`src/rtl/draw_bird.sv`:
```
// Sprite stage: overlays a flapping bird on the incoming pixel stream with a
// 2-cycle pipeline. Define DRAW_BIRD_OUTLINE_EN to add a 1-pixel black outline.
module draw_bird #(
   parameter int          WIDTH       = 34,
   parameter int          HEIGHT      = 24,
   parameter logic [11:0] BODY_COLOR  = 12'hFC0,
   parameter logic [11:0] WING_COLOR  = 12'hFFF,
   parameter int          FLAP_FRAMES = 8
) (
   input  logic        clk,
   input  logic        rst,
   input  logic [10:0] hcount_in,
   input  logic [10:0] vcount_in,
   input  logic        hsync_in,
   input  logic        hblnk_in,
   input  logic        vsync_in,
   input  logic        vblnk_in,
   input  logic [11:0] rgb_in,
   input  logic [10:0] xpos,
   input  logic [10:0] ypos,
   input  logic        pos_valid,
   output logic [10:0] hcount_out,
   output logic [10:0] vcount_out,
   output logic        hsync_out,
   output logic        hblnk_out,
   output logic        vsync_out,
   output logic        vblnk_out,
   output logic [11:0] rgb_out,
   output logic        pos_pending
);

   logic        vblnk_prev_q;
   logic [10:0] pend_x_q, pend_x_d, pend_y_q, pend_y_d;
   logic [10:0] act_x_q, act_x_d, act_y_q, act_y_d;
   logic        pos_pending_q, pos_pending_d;
   logic [7:0]  flap_cnt_q, flap_cnt_d;
   logic        wing_up_q, wing_up_d;
   logic        frame_edge;

   // Timing bundle {hcount, vcount, hsync, hblnk, vsync, vblnk}
   logic [25:0] tim_s1_q, tim_s2_q;
   logic [11:0] rgb_s1_q, rgb_s2_q, rgb_s2_d;
   logic        in_bird_q, in_bird_d;
   logic [10:0] rel_col_q, rel_col_d, rel_row_q, rel_row_d;
   logic [11:0] h12, v12, x_lo, x_hi, y_lo, y_hi;
   logic        wing_zone;

   assign frame_edge = vblnk_in & ~vblnk_prev_q;

   // Position and flap bookkeeping: active position only moves on a frame edge
   always_comb begin
      pend_x_d      = pend_x_q;
      pend_y_d      = pend_y_q;
      act_x_d       = act_x_q;
      act_y_d       = act_y_q;
      pos_pending_d = pos_pending_q;
      flap_cnt_d    = flap_cnt_q;
      wing_up_d     = wing_up_q;
      if (pos_valid && frame_edge) begin
         act_x_d       = xpos;
         act_y_d       = ypos;
         pos_pending_d = 1'b0;
      end else if (pos_valid) begin
         pend_x_d      = xpos;
         pend_y_d      = ypos;
         pos_pending_d = 1'b1;
      end else if (frame_edge && pos_pending_q) begin
         act_x_d       = pend_x_q;
         act_y_d       = pend_y_q;
         pos_pending_d = 1'b0;
      end
      if (frame_edge) begin
         if (flap_cnt_q == 8'(FLAP_FRAMES - 1)) begin
            flap_cnt_d = 8'd0;
            wing_up_d  = ~wing_up_q;
         end else begin
            flap_cnt_d = flap_cnt_q + 8'd1;
         end
      end
   end

   // Bounds widened to 12 bits so a bird near 2047 clips instead of wrapping
   always_comb begin
      h12       = {1'b0, hcount_in};
      v12       = {1'b0, vcount_in};
      x_lo      = {1'b0, act_x_q};
      y_lo      = {1'b0, act_y_q};
      x_hi      = x_lo + 12'(WIDTH - 1);
      y_hi      = y_lo + 12'(HEIGHT - 1);
      in_bird_d = (h12 >= x_lo) && (h12 <= x_hi) && (v12 >= y_lo) && (v12 <= y_hi)
                  && !hblnk_in && !vblnk_in;
      rel_col_d = hcount_in - act_x_q;
      rel_row_d = vcount_in - act_y_q;
   end

   assign wing_zone = (rel_row_q >= 11'd10) && (rel_row_q <= 11'd15) &&
                      (rel_col_q >= 11'd4)  && (rel_col_q <= 11'd13);

   always_comb begin
      rgb_s2_d = rgb_s1_q;
      if (in_bird_q) begin
`ifdef DRAW_BIRD_OUTLINE_EN
         if (rel_row_q == 11'd0 || rel_row_q == 11'(HEIGHT - 1) ||
             rel_col_q == 11'd0 || rel_col_q == 11'(WIDTH - 1))
            rgb_s2_d = 12'h000;
         else if (wing_zone && wing_up_q)
            rgb_s2_d = WING_COLOR;
         else
            rgb_s2_d = BODY_COLOR;
`else
         if (wing_zone && wing_up_q)
            rgb_s2_d = WING_COLOR;
         else
            rgb_s2_d = BODY_COLOR;
`endif
      end
   end

   always_ff @(posedge clk) begin
      if (rst) begin
         vblnk_prev_q  <= 1'b0;
         pend_x_q      <= '0;
         pend_y_q      <= '0;
         act_x_q       <= '0;
         act_y_q       <= '0;
         pos_pending_q <= 1'b0;
         flap_cnt_q    <= '0;
         wing_up_q     <= 1'b0;
         tim_s1_q      <= '0;
         tim_s2_q      <= '0;
         rgb_s1_q      <= '0;
         rgb_s2_q      <= '0;
         in_bird_q     <= 1'b0;
         rel_col_q     <= '0;
         rel_row_q     <= '0;
      end else begin
         vblnk_prev_q  <= vblnk_in;
         pend_x_q      <= pend_x_d;
         pend_y_q      <= pend_y_d;
         act_x_q       <= act_x_d;
         act_y_q       <= act_y_d;
         pos_pending_q <= pos_pending_d;
         flap_cnt_q    <= flap_cnt_d;
         wing_up_q     <= wing_up_d;
         tim_s1_q      <= {hcount_in, vcount_in, hsync_in, hblnk_in, vsync_in, vblnk_in};
         tim_s2_q      <= tim_s1_q;
         rgb_s1_q      <= rgb_in;
         rgb_s2_q      <= rgb_s2_d;
         in_bird_q     <= in_bird_d;
         rel_col_q     <= rel_col_d;
         rel_row_q     <= rel_row_d;
      end
   end

   assign {hcount_out, vcount_out, hsync_out, hblnk_out, vsync_out, vblnk_out} = tim_s2_q;
   assign rgb_out     = rgb_s2_q;
   assign pos_pending = pos_pending_q;

endmodule

```
`config.mk`:
```
export PLATFORM = sky130hd
export DESIGN_NAME = draw_bird
export DESIGN_NICKNAME = d
export VERILOG_FILES = /design/src/rtl/draw_bird.sv
export SDC_FILE = /design/constraint.sdc
export NUM_CORES = 1
export LEC_CHECK = 0
export CAP_MARGIN = 20
export CORE_UTILIZATION = 50
export CTS_BUF_LIST = sky130_fd_sc_hd__clkbuf_8
export CTS_CLUSTER_DIAMETER = 100
export DETAILED_ROUTE_END_ITERATION = 10
export GPL_TIMING_DRIVEN = 0
export PLACE_DENSITY = 0.78
export SYNTH_ARGS = -nofsm -noshare
export SYNTH_HDL_FRONTEND = slang
export SYNTH_SLANG_ARGS = --single-unit
```
`constraint.sdc`:
```
create_clock -name clk -period 2.2 [get_ports clk]
set_clock_uncertainty 0.1 [all_clocks]
set_input_delay 0.44 -clock clk [delete_from_list [all_inputs] [get_ports clk]]
set_output_delay 0.44 -clock clk [all_outputs]
set_load 0.02 [all_outputs]
```
==> results of run 1 <==
-- layer usage --
metal	up-vias	track usage (%)	routed length [um]
met4	0	9.23	235
met2	171	42.1	7720
met3	20	4.97	810
li1	2735	-	-
met1	2470	27.1	6700
met5	-	0	0
-- worst paths after layout --
path	startpoint	endpoint	slack, ns	cells past startpoint
worst max-delay path	act_x_q[0]$_SDFFE_PP0P_	in_bird_q$_SDFF_PP0_	-0.35	12
worst min-delay path	vcount_in[0]	tim_s1_q[4]$_SDFF_PP0_	0.17	3
worst max register to register	act_x_q[0]$_SDFFE_PP0P_	in_bird_q$_SDFF_PP0_	-0.35	12
worst min register to register	tim_s1_q[12]$_SDFF_PP0_	tim_s2_q[12]$_SDFF_PP0_	0.34	1
-- cells by family after synthesis --
| group | after synthesis | synth area share [%] |
|---|---|---|
| buf+inv | 62 | 3.60 |
| simple gates | 278 | 20.8 |
| compound gates | 149 | 14.6 |
| fa+ha+maj | 49 | 9.67 |
| flops | 151 | 46.6 |
| xor+xnor | 35 | 4.72 |
-- sequential cells by signal (all words and copies together), names as in the netlist --
| signal | flops |
|---|---|
| tim_s1_q | 26 |
| tim_s2_q | 26 |
| rgb_out | 12 |
| rgb_s1_q | 12 |
| act_x_q | 11 |
| act_y_q | 11 |
| pend_x_q | 11 |
| pend_y_q | 11 |
| rel_col_q | 10 |
| rel_row_q | 10 |
| flap_cnt_q | 8 |
| in_bird_q | 1 |
| pos_pending | 1 |
| wing_up_q | 1 |
-- Yosys cell counts, types with 3 or more instances --
cell type	n	area share (%)
ha_1	47	9.1
nand2b_1	11	1.1
and3_1	3	0.29
o31a_1	3	0.40
xor2_1	8	1.1
nand2_1	65	3.8
nor3_1	13	1.0
o21ai_0	12	0.93
xnor2_1	27	3.6
o22ai_1	23	2.2
o21ai_1	6	0.46
clkbuf_1	26	1.5
nor2b_1	67	6.5
a211oi_1	28	3.2
nor4_1	4	0.39
nand3_1	7	0.54
dfxtp_1	151	47
a21oi_1	48	3.7
inv_1	29	1.7
buf_1	5	0.29
nor2_1	88	5.1
o21a_1	10	1.2
a21o_1	3	0.35
nand4_1	12	1.2
-- per-stage QoR --
step | TNS, ns | hold slack, ns | instance area (um^2) | utilization (%) | std cells
3_3_place_gp | -6.01 | 0.317 | 7760 | 61.5 | 997
3_5_place_dp | -8.11 | 0.320 | 7760 | 61.5 | 997
5_1_grt | -0.506 | 0.191 | 8400 | 66.5 | 1037
6_report | -0.354 | 0.175 | 8400 | 66.5 | 1037
2_1_floorplan | -0.0883 | 0.311 | 6530 | - | 724
4_1_cts | -0.320 | 0.334 | 8200 | 65.0 | 1032
-- cell type report --
class                           count  area (um^2)  share of cell area [%]
Multi-Input combinational cell    511         3420                    40.7
Sequential cell                   151         3040                    36.2
Timing Repair Buffer              110         1090                    13.0
Clock buffer                       18          248                    2.95
Tap cell                          172          215                    2.56
Clock inverter                     14          149                    1.77
Buffer                             31          121                    1.45
Inverter                           30          113                    1.34
-- power groups by stage --
stage / sequential (mW) / clock [mW] / combinational (mW)
finish: 2.99 / 2.10 / 1.17
detailed placement: 3.06 / 0 / 1.08
global route: 3.01 / 2.24 / 1.29
global placement: 3.05 / 0 / 1.04
CTS: 2.99 / 2.13 / 1.10
floorplan: 3.07 / 0 / 0.676
-- timing repair --
action / in CTS / in global routing
gates resized for setup: 5 / 37
cloned: 0 / 0
setup buffers: 3 / 6
hold buffers: 0 / 0
setup endpoints to repair: 4 / 8
pin swaps: 6 / 16
-- critical path: cells and delay by family (launching register included) --
family / cells / cell delay, ns
buffers and inverters: 2 / 0.27
adders and majority gates: 2 / 0.46
xor gates and xnor gates: 1 / 0.12
DFF: 1 / 0.38
AOI/OAI and AO/OA: 4 / 0.71
and+or+nand+nor: 3 / 0.41
==> metrics.csv, run 1 <==
metric,value,unit
status,"finished, violations left",
violations,negative setup slack,
drtPass1Iterations,6,
drt-vias-per-instance,5.20,
num-fill-cells,1056,
p_leak,3.19,nW
vias,5396,
area_delta_synth_final,29.3,%
yosysWarningCount,0,
cts_root_buf,clkbuf_8,
finalHoldViolations,0,
yosysUniqueCellTypes,48,
clkLatencyLatePin,0.45,ns
cp_max_fo,4,
synth_edf_count,0,
ys.flop_type,dfxtp_1,
syn_avg_cell_area,8.97,um^2
nets,964,
cts_buffers,17,
final_max_slew_viol_count,0,
rows,41,
syn_area,6490,um^2
crit_slowest_cell,dfxtp_4,
grt_first_pass_wirelength,24.2,mm
ys_seq_area_share,46.6,%
drc,0,
core,12600,um^2
port_buffers,101,
gp_congestion,0.931,
period_share,116,%
power_density,746,nW/um^2
ys_ff_latch,151,
crit_type,reg -> reg,
worstPathArrival,2.82,ns
power,6.26,mW
finalSetupViolCount,1,
clock_path_buffers,2,
p_seq_share,47.8,%
drive_above_1_share,9.36,%
tightest_slew,0.701,ns
crit_path_end_kind,register,
cp-start-kind,register,
p_comb_share,18.7,%
grt_pass1_vias,5202,
grt_setup_unrepaired,true,
syn_inst,724,
max_freq,391,MHz
slowest_delay,0.38,ns
p_int,4.51,mW
clkTransAtPathRegs,0.09,ns
final_common_cell,dfxtp_1,
die_area,13400,um^2
cp.required,2.47,ns
io-pin-count,102,
clock_power_share,33.5,%
start_util,51.4,%
antenna_found_initial,0,
dieWidth,116,um
ir_drop,0.714,mV
dpl_worst_slack,-0.527,ns
clock_sinks,151,
holdCritPathClass,in -> reg,
final_cell_mix,"dfxtp_1 (144), clkdlybuf4s50_1 (97), nor2_1 (87)",
antenna_cells,0,
wl,15.5,mm
drv_cap,0,
wl_per_cell,14.9,um
ant_nets,0,
drt_iter0_markers,264,
grt_max_degree,17,
max_slew_margin,53.3,%
grtUsageTotal,23.4,%
hpwl,11.7,mm
ctsHtreeMaxLevel,4,
switching_share,28.1,%
crit_chain,ha_4 > nand3_4 > o21a_1 > buf_6 > xnor2_2 > ha_1 > nand4_1 > buf_4 > a211oi_2 > o32ai_2 > o311ai_1 > nor3_1,
netSwitchingPower,1.76,mW
setup_slack,-0.354,ns
async_reset_ff_share,0,%
tritoncts,built,
grt.overflow.total,0,
synth_nets,836,
period_minus_slack,2.55,ns
die_h,116,um
No activity file was read; power rests on OpenSTA's default activity.
==> run 2: changes to the inputs <==
- CTS_CLUSTER_DIAMETER: 100 -> 200
- CTS_CLUSTER_SIZE: not set -> 14
==> results of run 2 <==
Same layout as run 1: the final DEF is identical, and so are final timing and power.
==> run 3: changes to the inputs <==
- MAX_ROUTING_LAYER: not set -> met4
- PLACE_DENSITY: 0.78 -> 0.9
- SLEW_MARGIN: not set -> 25
==> run 3 against run 2 <==
The flow still finishes with violations (negative setup slack); critical path depth grew 1; via count up 0.63%; sequential share of layout area is essentially flat; die area stayed put; clock power is 8% higher; register-to-register slack improved by 0.08 ns; critical endpoint unchanged.
==> metrics.csv, run 3 (synthesized netlist as in run 1, its figures left out) <==
metric,value,unit
grt_first_pass_wirelength,24.1,mm
clock_path_buffers,2,
finalHoldViolations,0,
antenna_cells,0,
vias,5430,
hpwl,10.8,mm
port_buffers,101,
drv_cap,0,
drc,0,
ant_nets,0,
tritoncts,built,
grt_pass1_vias,5120,
fin_cells,1037,
grtUsageTotal,24.2,%
period_minus_slack,2.47,ns
gp_congestion,0.911,
reg_top3,"tim_s1_q: 26 flops, tim_s2_q: 26 flops",
final_cell_mix,"dfxtp_1 (145), clkdlybuf4s50_1 (101), nor2_1 (85)",
start_util,51.4,%
multiInputGateArea,3400,um^2
cp_max_fo,3,
status,"finished, violations left",
grt_max_degree,17,
num-fill-cells,976,
grt_setup_unrepaired,true,
nets,964,
holdCritPathClass,reg -> reg,
final_util,66.5,%
wl_per_cell,14.7,um
power,6.41,mW
cts_buffers,17,
wl,15.2,mm
die_h,116,um
clock_sinks,151,
clkLatencyLatePin,0.46,ns
rows,41,
final_max_slew_viol_count,0,
antenna_found_initial,0,
drive_above_1_share,9.25,%
crit_slowest_cell,dfxtp_4,
crit_type,reg -> reg,
slowest_delay,0.37,ns
drtPass1Iterations,5,
cp-start-kind,register,
die_area,13400,um^2
ctsHtreeMaxLevel,4,
violations,negative setup slack,
regArea,3040,um^2
final_common_cell,dfxtp_1,
p_leak,3.19,nW
setup_slack,-0.272,ns
holdBufCountCts,0,
period_share,112,%
grt.overflow.total,0,
io-pin-count,102,
drt-vias-per-instance,5.24,
crit_path_end_kind,register,
crit_chain,inv_2 > nand3_2 > a21oi_4 > nor2_2 > buf_4 > xnor2_1 > ha_1 > o21ai_1 > nor2_1 > nor3_1 > o211ai_1 > o311a_1 > nor3_2,
area_delta_synth_final,29.3,%
worstPathArrival,2.77,ns
power_density,764,nW/um^2
cp.required,2.50,ns
ir_drop,0.430,mV
tightest_slew,0.654,ns
core,12600,um^2
max_freq,405,MHz
max_slew_margin,56.4,%
finalSetupViolCount,3,
cts_root_buf,clkbuf_8,
clkTransAtPathRegs,0.09,ns
place_inst,997,
dieWidth,116,um
drt_iter0_markers,325,
[run 3: changes by cell type in the layout (fill, tap and decap cells not counted), moves of 2 or more]
cell and change:
ha_4 -3, clkdlybuf4s50_1 +4, nand3_2 +2, dlymetal6s2s_1 -4
clkinvlp_4 -4, ha_1 +4, o21ai_0 -2, nor2_1 -2
clkinv_4 +2, nor2_2 +2
[run 3: worst paths after layout]
| path | slack [ns] | to | cells after the start | startpoint |
|---|---|---|---|---|
| max | -0.27 | in_bird_q$_SDFF_PP0_ | 13 | act_y_q[1]$_SDFFE_PP0P_ |
| min | 0.34 | tim_s2_q[11]$_SDFF_PP0_ | 1 | tim_s1_q[11]$_SDFF_PP0_ |
| max reg2reg | -0.27 | in_bird_q$_SDFF_PP0_ | 13 | act_y_q[1]$_SDFFE_PP0P_ |
| min reg2reg | 0.34 | tim_s2_q[11]$_SDFF_PP0_ | 1 | tim_s1_q[11]$_SDFF_PP0_ |
[run 3: cell type report]
cell class	instances	area share, %
timing repair buffer	109	12.8
multi-input combinational	511	40.5
sequential	151	36.2
inverter	30	1.34
buffer	32	1.46
clock inverter	13	2.00
clock buffer	19	3.12
tap	172	2.56
[run 3: timing repair]
| action | in CTS | in global routing |
|---|---|---|
| pin swaps | 9 | 11 |
| buffers inserted | 5 | 3 |
| resized for setup | 14 | 24 |
| setup endpoints to repair | 4 | 5 |
[run 3: metrics by stage]
| stage | setup slack (ns) | area (um^2) | hold slack (ns) | TNS, ns |
|---|---|---|---|---|
| after CTS | -0.191 | 8270 | 0.340 | -0.207 |
| after global placement | -0.486 | 7760 | 0.316 | -6.60 |
| after global routing | -0.406 | 8390 | 0.353 | -0.779 |
| final | -0.272 | 8390 | 0.338 | -0.310 |
| after floorplan | -0.0883 | 6530 | 0.311 | -0.0883 |
| after detailed placement | -0.535 | 7760 | 0.320 | -8.52 |
[run 3: report_power, final]
part           internal, mW  switching [mW]
combinational         0.539           0.614
sequential             2.91          0.0833
clock                  1.20            1.07
[run 3: layer usage]
metal  routed length [um]  GRT usage (%)  vias to the layer above
li1                     -              -                     2736
met1                 6600           27.4                     2476
met2                 7320           40.3                      186
met3                  957           7.27                       32
met4                  327           9.15                        0
met5                    0              -                        -
[run 3: worst max-delay path: cells and delay by family (launching register included)]
family / cells / cell delay (ns)
xor gates and xnor gates: 1 / 0.12
buffers and inverters: 2 / 0.23
adders and majority gates: 1 / 0.30
AOI/OAI and AO/OA: 4 / 0.66
DFF: 1 / 0.37
and+or+nand+nor: 5 / 0.64
==> RTL edit 1, RTL diff (config.mk and constraints of run 1) <==
The option `DRAW_BIRD_OUTLINE_EN` is turned on by a define.
--- a/src/rtl/draw_bird.sv
+++ b/src/rtl/draw_bird.sv
@@ -1,4 +1,6 @@
 // Sprite stage: overlays a flapping bird on the incoming pixel stream with a
 // 2-cycle pipeline. Define DRAW_BIRD_OUTLINE_EN to add a 1-pixel black outline.
+`define DRAW_BIRD_OUTLINE_EN
+
 module draw_bird #(
    parameter int          WIDTH       = 34,
Function: changed (Yosys sat finds a counterexample within 4 cycles, from zero or initial values and one cycle with rst high).
==> RTL edit 1 against run 1 <==
The run still ends with setup timing left; synthesized cell count rose by 1.7%; total power fell by 1.9%; first-iteration DRC count is 28% higher; critical path depth rose by 1; sequential cell count up 2; non-clock buffer count shrank 3; routed wire length up 0.86%; setup slack worse by 0.080 ns; sequential share of layout area rose by 0.81 points; design area down 0.94%; area after synthesis rose by 1.4%; die area up 1.4%; clock power decreased by 7%; critical endpoint unchanged; largest power group unchanged.
==> RTL edit 1: results (changes against run 1) <==
n_antenna_cell: 0  # unchanged
yosysSeqAreaShare_pct: 46.5  # -0.055 points
synth_compound_area_share_pct: 16.2  # +1.6 points
crit_arrival_ns: 2.91  # +0.09 ns
hold_viol: 0  # unchanged
dp_slack_ns: -0.626  # -0.0984 ns
top_regs: "tim_s1_q: 26 flops, tim_s2_q: 26 flops"
drtIter0Drc: 338  # +28%
synthMuxAreaShare_pct: 0  # unchanged
h-tree-depth: 4  # unchanged
hold_depth: 1  # -2
finalWorstSetupSlack_ns: -0.434  # -0.0799 ns
hpwl_um: 11800  # +0.65%
globalplace.congestion: 0.886  # -4.9%
first_global_vias: 5501  # +5.7%
synth_fa_ha_area_share_pct: 9.54  # -0.14 points
setup_tns_ns: -0.564  # -0.210 ns
async_reset_ff_share_pct: 0  # unchanged
grt_pass1_wl_um: 25400  # +5.3%
clockBufferDepth: 2  # unchanged
antenna_found_initial: 0  # unchanged
ir_drop_v: 0.000389  # -45%
cts.root.buffer_cell: "clkbuf_8"
violations: "setup timing"
num-nets-final: 974  # +1.0%
r2r_cells: 13  # +1
first_pass_iters: 5  # -1
status: "complete, but fails checks"
hp-start: "tim_s1_q[15]"
syn_nets: 848  # +1.4%
p_leak_nw: 3.20  # +0.32%
viasPerCell: 5.38  # +3.3%
synth_area_leaders: "dfxtp_1 (47%), ha_1 (8.9%), nor2b_1 (6.8%)"
synthTopCellsByCount: "dfxtp_1 (153), nand2_1 (75), nor2b_1 (72), a21oi_1 (69), nor2_1 (48)"
wire_per_inst_um: 14.9  # -0.10%
worstMarginPinSlew_ns: 0.707  # +0.00554 ns
track_usage_pct: 24.3  # +0.83 points
port_buffers: 100  # -0.99%
cp_max_fo: 4  # unchanged
finalSetupViolations: 3  # +2
hold_class: "flop to flop"
synth_xor_area_share_pct: 4.92  # +0.20 points
r2r_start: "act_y_q[1]"
rows: 41  # unchanged
drive_gt1_share_pct: 8.00  # -1.4 points
synth_cell_types: 44  # -8.3%
==> RTL edit 1: cell types whose count changed after synthesis, moves of 4 or more <==
cell and delta:
a211oi_1 -21, a21o_1 +4, a21oi_1 +21, buf_1 -4
inv_1 +4, nand2_1 +10, nand2b_1 -8, nand3_1 +4
nor2_1 -40, nor2b_1 +5, o21ai_0 +30, o21ai_1 -5
==> RTL edit 1: metrics by stage <==
stage / std cells / instance area (um^2)
final: 1047 / 8320
after global routing: 1047 / 8320
after CTS: 1044 / 8260
after detailed placement: 1008 / 7820
after global placement: 1008 / 7820
after floorplan: 736 / 6600
==> RTL edit 1: worst min path at each step <==
stage | slack (ns) | to
after floorplan | 0.31 | tim_s2_q[10]
after global placement | 0.32 | tim_s2_q[2]
after detailed placement | 0.32 | tim_s2_q[22]
after CTS | 0.34 | tim_s2_q[15]
after global routing | 0.35 | tim_s2_q[19]
final | 0.34 | tim_s2_q[15]
==> RTL edit 1: routing by layer <==
layer	wire length (um)	global-route usage (%)	share of wire [%]	vias up
li1	-	-	-	2783
met1	6950	29.0	45	2644
met2	7460	42.1	48	169
met3	842	5.41	5.4	32
met4	346	10.1	2.2	0
met5	0	0	0	-
==> RTL edit 1: where the power goes <==
group / switching (mW) / internal [mW]
logic: 0.605 / 0.538
clock network: 1.02 / 0.942
registers: 0.0932 / 2.95
total: 1.72 / 4.43
==> RTL edit 1: kinds of logic (layout without fill, tap and decap cells) <==
group,after synthesis,after routing
compound gates,181,181
xor+xnor,37,37
fa+ha+maj,49,49
buf+inv,64,203
flops,153,153
simple gates,252,252
==> RTL edit 1: worst max-delay path, cell delays in order (launching register included) <==
cell and delay [ns]:
dfxtp_4 0.39, inv_1 0.06, ha_2 0.18, a21o_1 0.19
a21oi_2 0.17, nand3_1 0.11, xnor2_1 0.14, ha_1 0.31
a21o_1 0.17, a211oi_2 0.18, o21ai_1 0.10, o221ai_2 0.15
o311ai_1 0.13, a211oi_2 0.16
==> RTL edit 1: area by class of cell <==
type                            count  area, um^2
Fill cell                        1102        4400
Tap cell                          172         215
Buffer                             30         114
Multi-Input combinational cell    519        3360
Clock inverter                     13         105
Timing Repair Buffer              108        1060
Inverter                           33         124
Clock buffer                       19         262
Sequential cell                   153        3080
==> RTL edit 1: timing repair <==
| item | CTS | global route |
|---|---|---|
| pin swaps | 7 | 5 |
| buffers inserted | 5 | 3 |
| hold buffers | 0 | 0 |
| endpoints found under the setup margin | 4 | 8 |
| cloned | 0 | 0 |
| resized for setup | 16 | 11 |
==> RTL edit 2, RTL diff (config.mk and constraints of run 1) <==
Without the edit above. Compare `flap_cnt_q` against `8'(FLAP_FRAMES - 1)` with >= in place of ==.
--- a/src/rtl/draw_bird.sv
+++ b/src/rtl/draw_bird.sv
@@ -71,5 +71,5 @@
       end
       if (frame_edge) begin
-         if (flap_cnt_q == 8'(FLAP_FRAMES - 1)) begin
+         if (flap_cnt_q >= 8'(FLAP_FRAMES - 1)) begin
             flap_cnt_d = 8'd0;
             wing_up_d  = ~wing_up_q;
Behaviour: same outputs for any inputs over 4 cycles, from zero or initial values and one cycle with rst high; that may be too few to reach the edited logic, so the function may still have changed.
==> RTL edit 2 against run 1 <==
Area after synthesis fell by 0.25%; via count rose by 2.5%; largest cell class unchanged; sequential power barely moved; design area rose by 0.61%; routed wire length rose by 1.9%; utilization rose by 0.41 points; sequential cell count did not move; total power rose by 2.4%; first-iteration DRC count rose by 13%; setup slack improved by 0.082 ns; largest power group unchanged; the run still ends with setup timing left; non-clock buffer count rose by 1; clock power rose by 6%; critical path depth fell by 1.
==> RTL edit 2: results (changes against run 1) <==
p_switching_mw: 1.77  # +0.61%
synth.avg_cell_area_um2: 9.01  # +0.44%
syn_nets: 831  # -0.60%
globalplace.congestion: 0.907  # -2.6%
hpwl_um: 11500  # -1.9%
violations: "setup timing"
wl_um: 15800  # +1.9%
first_pass_iters: 6  # unchanged
critPathMaxStageDelay_ns: 0.36  # -0.02 ns
h-tree-depth: 4  # unchanged
status: "complete, but fails checks"
maxSlewViolCount: 0  # unchanged
drive_gt1_share_pct: 10.9  # +1.5 points
grt_start_max_net_pins: 17  # unchanged
track_usage_pct: 23.6  # +0.17 points
synth_cell_types: 50  # +4.2%
drtIter0Drc: 298  # +13%
ys.warnings.count: 0  # unchanged
wire_per_inst_um: 15.2  # +2.1%
antenna_found_initial: 0  # unchanged
post-place-cells: 992  # -0.50%
cts.root.buffer_cell: "clkbuf_8"
insertion_delay_ns: 0.46
fillers: 1024  # -3.0%
hold_class: "input port to flop"
port_buffers: 101  # unchanged
dp_slack_ns: -0.687  # -0.159 ns
n_antenna_cell: 0  # unchanged
cts_buffers: 17  # unchanged
switching_share_pct: 27.6  # -0.49 points
synth_area_leaders: "dfxtp_1 (47%), ha_1 (9.1%), nor2b_1 (6.8%)"
finalWorstSetupSlack_ns: -0.272  # +0.0823 ns
grt_pass1_wl_um: 24200  # +0.23%
pwr-share-clk_pct: 34.5  # +1.0 points
clk_pin_slew_ns: 0.08
clockBufferDepth: 2  # unchanged
placed_area_um2: 7750  # -0.15%
ir_drop_v: 0.000589  # -17%
async_reset_ff_share_pct: 0  # unchanged
first_global_vias: 5267  # +1.2%
finalSetupViolations: 2  # +1
slew_headroom_pct: 54.5  # +1.2 points
synthTopCellsByCount: "dfxtp_1 (151), nor2_1 (86), nor2b_1 (70), nand2_1 (62)"
p_leak_nw: 3.23  # +1.4%
cp_max_fo: 5  # +1
cp_top_family: "simple AND/OR/NAND/NOR gates"
synth_ff_type: "dfxtp_1"
setup_tns_ns: -0.288  # +0.0659 ns
yosysSeqAreaShare_pct: 46.7  # +0.12 points
top_regs: "tim_s1_q: 26 flops, tim_s2_q: 26 flops"
viasPerCell: 5.34  # +2.7%
num-nets-final: 962  # -0.21%
RTL edit 2: changes by cell type after synthesis, moves of 3 or more:
cell and delta:
clkbuf_1 -7, nor4_1 +6, nor2b_1 +3, o21a_1 -7
nand4_1 -3, nor3_1 -4, or3_1 +4, xnor2_1 -3
nand2_1 -3, buf_1 +3
RTL edit 2: cells by family (layout without fill, tap and decap cells):
logic type | count (synthesis) | count (layout) | synth area share [%]
flip-flops | 151 | 151 | 46.7
AO/OA/AOI/OAI | 141 | 141 | 13.6
multiplexers | 2 | 2 | 0.348
AND/OR/NAND/NOR | 284 | 284 | 21.8
buffers and inverters | 59 | 203 | 3.48
XOR/XNOR | 33 | 33 | 4.46
adder cells (fa/ha/maj) | 49 | 49 | 9.70
RTL edit 2: routing by layer:
metal  global-route usage, %  vias to the layer above  routed length [um]
met5                       0                        -                   0
met4                    8.80                        0                 288
met3                    5.07                       30                 713
met2                    41.9                      182                7820
met1                    27.9                     2585                6940
li1                        -                     2734                   -
RTL edit 2: final timing paths:
check | to | cells after the start | slack [ns] | from
max | in_bird_q | 11 | -0.27 | act_y_q[2]
min | tim_s1_q[4] | 3 | 0.17 | vcount_in[0]
max reg2reg | in_bird_q | 11 | -0.27 | act_y_q[2]
min reg2reg | tim_s2_q[16] | 1 | 0.34 | tim_s1_q[16]
RTL edit 2: layout make-up:
cell class                 instances  area, um^2  share of cell area [%]
multi-input combinational        509        3450                    40.8
sequential                       151        3040                    36.0
timing repair buffer             112        1100                    13.0
clock buffer                      19         262                    3.10
tap                              172         215                    2.55
clock inverter                    13         153                    1.81
buffer                            30         116                    1.38
inverter                          29         109                    1.29
RTL edit 2: what timing repair did:
action / 4_1_cts / 5_1_grt
resized for setup: 22 / 31
setup buffers: 9 / 2
hold buffers: 0 / 0
pin swaps: 16 / 21
setup endpoints to repair: 4 / 7
